## src/rtl/ddr_burst_writer.sv

```systemverilog
// ddr_burst_writer: takes one DDR write burst (data plus byte masks) per
// ready/start handshake and serializes it one beat per clock2x cycle onto
// DQ/DM. The burst is framed by a DQS strobe with a configurable preamble
// and a one-cycle postamble. A start taken on the last beat chains the next
// burst with no strobe gap. Every output comes straight from a flop; the
// next output values are decoded from the next-state values.
module ddr_burst_writer #(
   parameter int DATA_W   = 64,
   parameter int BL       = 8,
   parameter int PREAMBLE = 1
) (
   input  logic                             clock2x,
   input  logic                             reset,
   input  logic                             start,
   input  logic [BL-1:0][DATA_W-1:0]        burst_data,
   input  logic [BL-1:0][DATA_W/8-1:0]      burst_mask,
   output logic                             ready,
   output logic                             done,
   output logic [DATA_W-1:0]                dq,
   output logic [DATA_W/8-1:0]              dm,
   output logic                             dq_oe,
   output logic                             dqs_t,
   output logic                             dqs_c,
   output logic                             dqs_oe
);

   localparam int MW = DATA_W / 8;
   localparam int KW = (BL > 1) ? $clog2(BL) : 1;
   localparam int PW = (PREAMBLE > 1) ? $clog2(PREAMBLE) : 1;
   localparam logic [KW-1:0] K_LAST = KW'(BL - 1);
   localparam logic [PW-1:0] P_LAST = PW'(PREAMBLE - 1);

   typedef enum logic [1:0] {
      IDLE  = 2'd0,
      PRE   = 2'd1,
      BURST = 2'd2,
      POST  = 2'd3
   } state_t;

   // control state
   state_t                      state_q, state_d;
   logic [KW-1:0]               k_q, k_d;
   logic [PW-1:0]               pre_q, pre_d;

   // burst buffer
   logic [BL-1:0][DATA_W-1:0]   buf_q, buf_d;
   logic [BL-1:0][MW-1:0]       mask_q, mask_d;

   // registered outputs
   logic                        ready_q, ready_d;
   logic                        done_q, done_d;
   logic [DATA_W-1:0]           dq_q, dq_d;
   logic [MW-1:0]               dm_q, dm_d;
   logic                        dq_oe_q, dq_oe_d;
   logic                        dqs_t_q, dqs_t_d;
   logic                        dqs_oe_q, dqs_oe_d;

   // A request is only taken when we advertised ready and are not in reset.
   logic                        accept;
   assign accept = start && ready_q && !reset;

   // Next-state logic: preamble count, beat count, buffer load and chaining.
   always_comb begin
      state_d = state_q;
      k_d     = k_q;
      pre_d   = pre_q;
      buf_d   = buf_q;
      mask_d  = mask_q;
      case (state_q)
         IDLE: begin
            if (accept) begin
               buf_d   = burst_data;
               mask_d  = burst_mask;
               pre_d   = '0;
               state_d = PRE;
            end
         end
         PRE: begin
            if (pre_q == P_LAST) begin
               k_d     = '0;
               state_d = BURST;
            end else begin
               pre_d = pre_q + PW'(1);
            end
         end
         BURST: begin
            if (k_q == K_LAST) begin
               // BL is a power of two, so the wrap to 0 is also the chain point
               k_d = '0;
               if (accept) begin
                  buf_d  = burst_data;
                  mask_d = burst_mask;
               end else begin
                  state_d = POST;
               end
            end else begin
               k_d = k_q + KW'(1);
            end
         end
         POST: begin
            state_d = IDLE;
         end
         default: begin
            state_d = IDLE;
         end
      endcase
      // Synchronous reset abandons any burst in flight with no postamble.
      if (reset) begin
         state_d = IDLE;
         k_d     = '0;
         pre_d   = '0;
      end
   end

   // Output decode from the next state, so the registered outputs line up with it.
   always_comb begin
      ready_d  = 1'b0;
      done_d   = 1'b0;
      dq_d     = '0;
      dm_d     = '0;
      dq_oe_d  = 1'b0;
      dqs_t_d  = 1'b0;
      dqs_oe_d = 1'b0;
      case (state_d)
         IDLE: begin
            ready_d = 1'b1;
         end
         PRE, POST: begin
            // strobe driven low, data bus released
            dqs_oe_d = 1'b1;
         end
         BURST: begin
            dq_d     = buf_d[k_d];
            dm_d     = mask_d[k_d];
            dq_oe_d  = 1'b1;
            dqs_oe_d = 1'b1;
            // even beats rise, so the strobe is low after every last beat
            dqs_t_d  = ~k_d[0];
            if (k_d == K_LAST) begin
               done_d  = 1'b1;
               ready_d = 1'b1;
            end
         end
         default: begin
            ready_d = 1'b0;
         end
      endcase
   end

   // FSM state register.
   always_ff @(posedge clock2x) begin
      state_q <= state_d;
      k_q     <= k_d;
      pre_q   <= pre_d;
   end

   // Burst buffer and output registers.
   always_ff @(posedge clock2x) begin
      buf_q    <= buf_d;
      mask_q   <= mask_d;
      ready_q  <= ready_d;
      done_q   <= done_d;
      dq_q     <= dq_d;
      dm_q     <= dm_d;
      dq_oe_q  <= dq_oe_d;
      dqs_t_q  <= dqs_t_d;
      dqs_oe_q <= dqs_oe_d;
   end

   assign ready  = ready_q;
   assign done   = done_q;
   assign dq     = dq_q;
   assign dm     = dm_q;
   assign dq_oe  = dq_oe_q;
   assign dqs_t  = dqs_t_q;
   assign dqs_c  = ~dqs_t_q;
   assign dqs_oe = dqs_oe_q;

endmodule

```

## config.mk

```make
export PLATFORM = sky130hd
export DESIGN_NAME = ddr_burst_writer
export DESIGN_NICKNAME = d
export VERILOG_FILES = /design/src/rtl/ddr_burst_writer.sv
export SDC_FILE = /design/constraint.sdc
export NUM_CORES = 1
export LEC_CHECK = 0
export ABC_CLOCK_PERIOD_IN_PS = 2100
export BUFFER_PORTS_ARGS = -buffer_cell sky130_fd_sc_hd__buf_4
export CAP_MARGIN = 20
export CORE_UTILIZATION = 35
export CTS_CLUSTER_SIZE = 28
export DETAILED_ROUTE_END_ITERATION = 10
export MAX_ROUTING_LAYER = met4
export PLACE_DENSITY = 0.55
export REMOVE_ABC_BUFFERS = 1
export SETUP_SLACK_MARGIN = 0.02
export SLEW_MARGIN = 40
export SYNTH_ARGS = -nofsm -noshare
export SYNTH_HDL_FRONTEND = slang
export SYNTH_SLANG_ARGS = --single-unit
```

## constraint.sdc

```tcl
create_clock -name clock2x -period 2.1 [get_ports clock2x]
set_input_delay 0.105 -clock clock2x [delete_from_list [all_inputs] [get_ports clock2x]]
set_output_delay 0.105 -clock clock2x [all_outputs]
set_load 0.005 [all_outputs]
```

==> flow_summary.ini <==
[outcome]
outcome = finished with violations
violations = setup timing

[global_route]
antenna_found_initial = 33
track_usage_pct = 27.77
grt_remaining_overflow = 0
grt_pass1_wl_um = 154600
grt_pass1_vias = 26440
grt_start_max_net_pins = 45

[placement]
place_ws_ns = -0.4820
port_buffers = 656
dpl.hpwl_um = 69340
place_inst = 3844
place.gp.congestion = 0.9043

[timing]
slew_viol_final = 0
worst_pin_slew_ns = 0.4293
slew_headroom_pct = 71.38
setup_ws_ns = -0.2740
max_freq_mhz = 421.2
rsz0062_at_grt = yes
fin_skew_ns = 0.02317
hold-worst-slack_ns = 0.1702
period_needed_ns = 2.374
setup_viol = 72
hold_viol = 0
period_share_pct = 113.0

[clocking]
cts.sinks = 658
cts_root_buf = clkbuf_16
cts_tree = yes
path_clk_slew_ns = 0.06
cts_buffer_depth = 3
clk_latency_ns = 0.61
htree_num_levels = 3
cts_buffers = 73

[floorplanning]
die_area_mm2 = 0.07374
die_h_um = 271.5
rows = 98
pin_count = 657
core_mm2 = 0.07173
die_w_um = 271.5
start_util_pct = 35.45

[cells_and_area]
final_cells = 4686
syn2layout_area_growth_pct = 75.41
fin_util_pct = 62.18
nets = 4233
drive_above_1_share_pct = 37.45
multi_input_area_mm2 = 0.01197
final-seq-area_mm2 = 0.01318
fill_cells = 5498

[critical_path]
cp_max_fo = 7
critPathKind = flip-flop to flip-flop
worstRegToRegCells = 11
worstReg2RegStart = k_q[0]
critPathMaxStageDelay_ns = 0.35
worstPathRequired_ns = 2.63
reg2reg_slack_ns = -0.27
worstPathCellList = ha_4 > ha_4 > mux2_4 > nand2_8 > buf_12 > buf_16 > buf_12 > a22o_1 > mux2i_1 > mux2_2 > o22ai_2
rr_endpoint = dq[25]
path_buf_inv = 3
critPathLaunchType = flip-flop
crit_family = multiplexers
cp.arrival_ns = 2.90
end_kind = flip-flop
crit_slowest_cell = mux2_4

[synth]
avgSynthCellArea_um2 = 11.63
yosysWarnings = 0
synth_area_leaders = dfxtp_1 52%, a22o_1 19%, mux2i_1 8.5%, mux2_2 5.3%, buf_2 2.7%
async_flop_share_pct = 0
synth_flop_cell = dfxtp_1
syn_area_mm2 = 0.02543
synth-seq-cells = 658
yosysSeqAreaShare_pct = 51.80
synth_edf_count = 0
netlist-cell-type-count = 57
yosys.area.top_type_share_pct = 51.80
syn_inst = 2187
yosysTopAreaCell = dfxtp_1

[power]
intPower_uw = 35040
p_per_area_mw_per_mm2 = 1095
p_clk_share_pct = 27.5
p_sw_share_pct = 28.26
switchingPower_uw = 13810
sequentialPowerShare_pct = 39.0
ir_worst_vdd_mv = 0.7559
fin_total_pwr_uw = 48840
p_comb_share_pct = 33.5
p_leak_uw = 0.02038

[route]
wl_per_cell_um = 22.64
drtIter0Drc = 1327
firstDrtPassIters = 5
drt-total-wl_um = 106100
drc = 0
ant_nets = 0
viasPerCell = 5.258
vias = 24640

[min_path]
hold_end = buf_q[353]
hold_depth = 4
hold_class = input port to flip-flop
hold_start = reset

[flow_run]
cap_viol_max_count = 0
==> stage by stage <==
stage               setup TNS [ns]  area (um^2)
floorplan                 -7011.37        24390
global placement            -23.00        33470
detailed placement          -25.17        33470
CTS                         -13.73        43310
global route                -18.81        44600
finish                      -13.65        44610
==> power groups by stage <==
stage          Clock, uW  Combinational [uW]  Sequential, uW
2_1_floorplan          0                9230           18700
3_3_place_gp           0               12700           19100
3_5_place_dp           0               13200           19100
4_1_cts            13600               15300           19000
5_1_grt            14100               17500           19500
6_report           13400               16400           19000
==> worst max-delay path by stage <==
stage,slack (ns),end,startpoint,cells past startpoint
final,-0.27,dq[25],k_q[0],11
after global placement,-0.51,dq[26],state_q[0],10
after CTS,-0.27,dq[3],k_q[1],11
after detailed placement,-0.48,dq[26],state_q[0],10
after floorplan,-11.81,dq[62],k_q[0],8
after global routing,-0.34,dq[11],k_q[0],11
==> final cells by class <==
type,count,area share (%)
inverter,24,0.2104
antenna,35,0.1964
tap,950,2.665
sequential,658,29.54
timing repair buffer,1592,35.00
multi-input combinational,1300,26.84
clock buffer,104,4.743
clock inverter,23,0.8079
==> logic make-up (layout without fill, tap and decap cells) <==
family / after synthesis / after routing / synth area share, %
adders and majority gates: 5 / 5 / 0.2460
AOI/OAI and AO/OA: 826 / 826 / 27.00
muxes: 335 / 335 / 13.79
and+or+nand+nor: 131 / 134 / 2.716
DFF: 658 / 658 / 51.80
other: 0 / 35 / 0
buffers and inverters: 232 / 1743 / 4.443
==> layer usage <==
layer	global-route usage, %	wire length (um)
met2	46.67	52050
met1	32.86	44670
met5	-	0
met3	5.325	5975
met4	10.08	3398
==> cells in the final DEF, fill, tap and decap left out, types with 23 or more instances in the layout <==
| cell type | synthesis | final |
|---|---|---|
| a22o_1 | 541 | 533 |
| a221o_1 | 25 | 25 |
| mux2_2 | 119 | 99 |
| diode_2 | 0 | 35 |
| buf_12 | 0 | 87 |
| nor2_1 | 32 | 23 |
| buf_16 | 0 | 25 |
| a21o_1 | 25 | 23 |
| a211o_1 | 34 | 34 |
| dlygate4sd3_1 | 0 | 577 |
| o22ai_1 | 59 | 25 |
| mux2i_1 | 215 | 211 |
| clkbuf_16 | 0 | 97 |
| dfxtp_1 | 658 | 654 |
| buf_6 | 4 | 27 |
| buf_4 | 16 | 840 |
| o22ai_2 | 0 | 33 |
==> state kept, by name, indices dropped and copies added (netlist names) <==
signal,count
buf_q,512
dq,64
mask_q,64
dm,8
k_q,3
state_q,2
done,1
dq_oe,1
dqs_oe,1
dqs_t,1
ready,1
==> timing repair <==
item	in CTS	in global routing
endpoints found under the setup margin	73	73
hold buffers	577	0
gates cloned	22	24
endpoints found under the hold margin	583	0
buffers inserted	41	23
gates resized for setup	148	104
pin swaps	42	92
==> worst register-to-register path, stage by stage, from the launching register on <==
cell and delay [ns]:
dfxtp_2 0.34, ha_4 0.17, ha_4 0.17, mux2_4 0.35, nand2_8 0.14, buf_12 0.16
buf_16 0.14, buf_12 0.12, a22o_1 0.19, mux2i_1 0.09, mux2_2 0.28, o22ai_2 0.15
==> Yosys cell counts, types with 5 or more instances <==
master,instances
ha_1,5
a221oi_1,6
nand2b_1,7
o32ai_1,5
o21a_1,14
clkbuf_1,43
and3_1,15
o221ai_1,13
dfxtp_1,658
nor4_1,5
a31oi_1,9
a221o_1,25
mux2i_1,215
buf_1,10
a211o_1,34
a22oi_1,27
buf_4,16
o21ai_0,17
or3_1,8
o22ai_1,59
mux2_2,119
inv_1,20
a21oi_1,18
buf_2,135
nand2_1,28
a21o_1,25
nor2_1,32
a22o_1,541
nor2b_1,16
o21ai_1,6
a31o_2,10
Power figures use the tool's default switching activity.
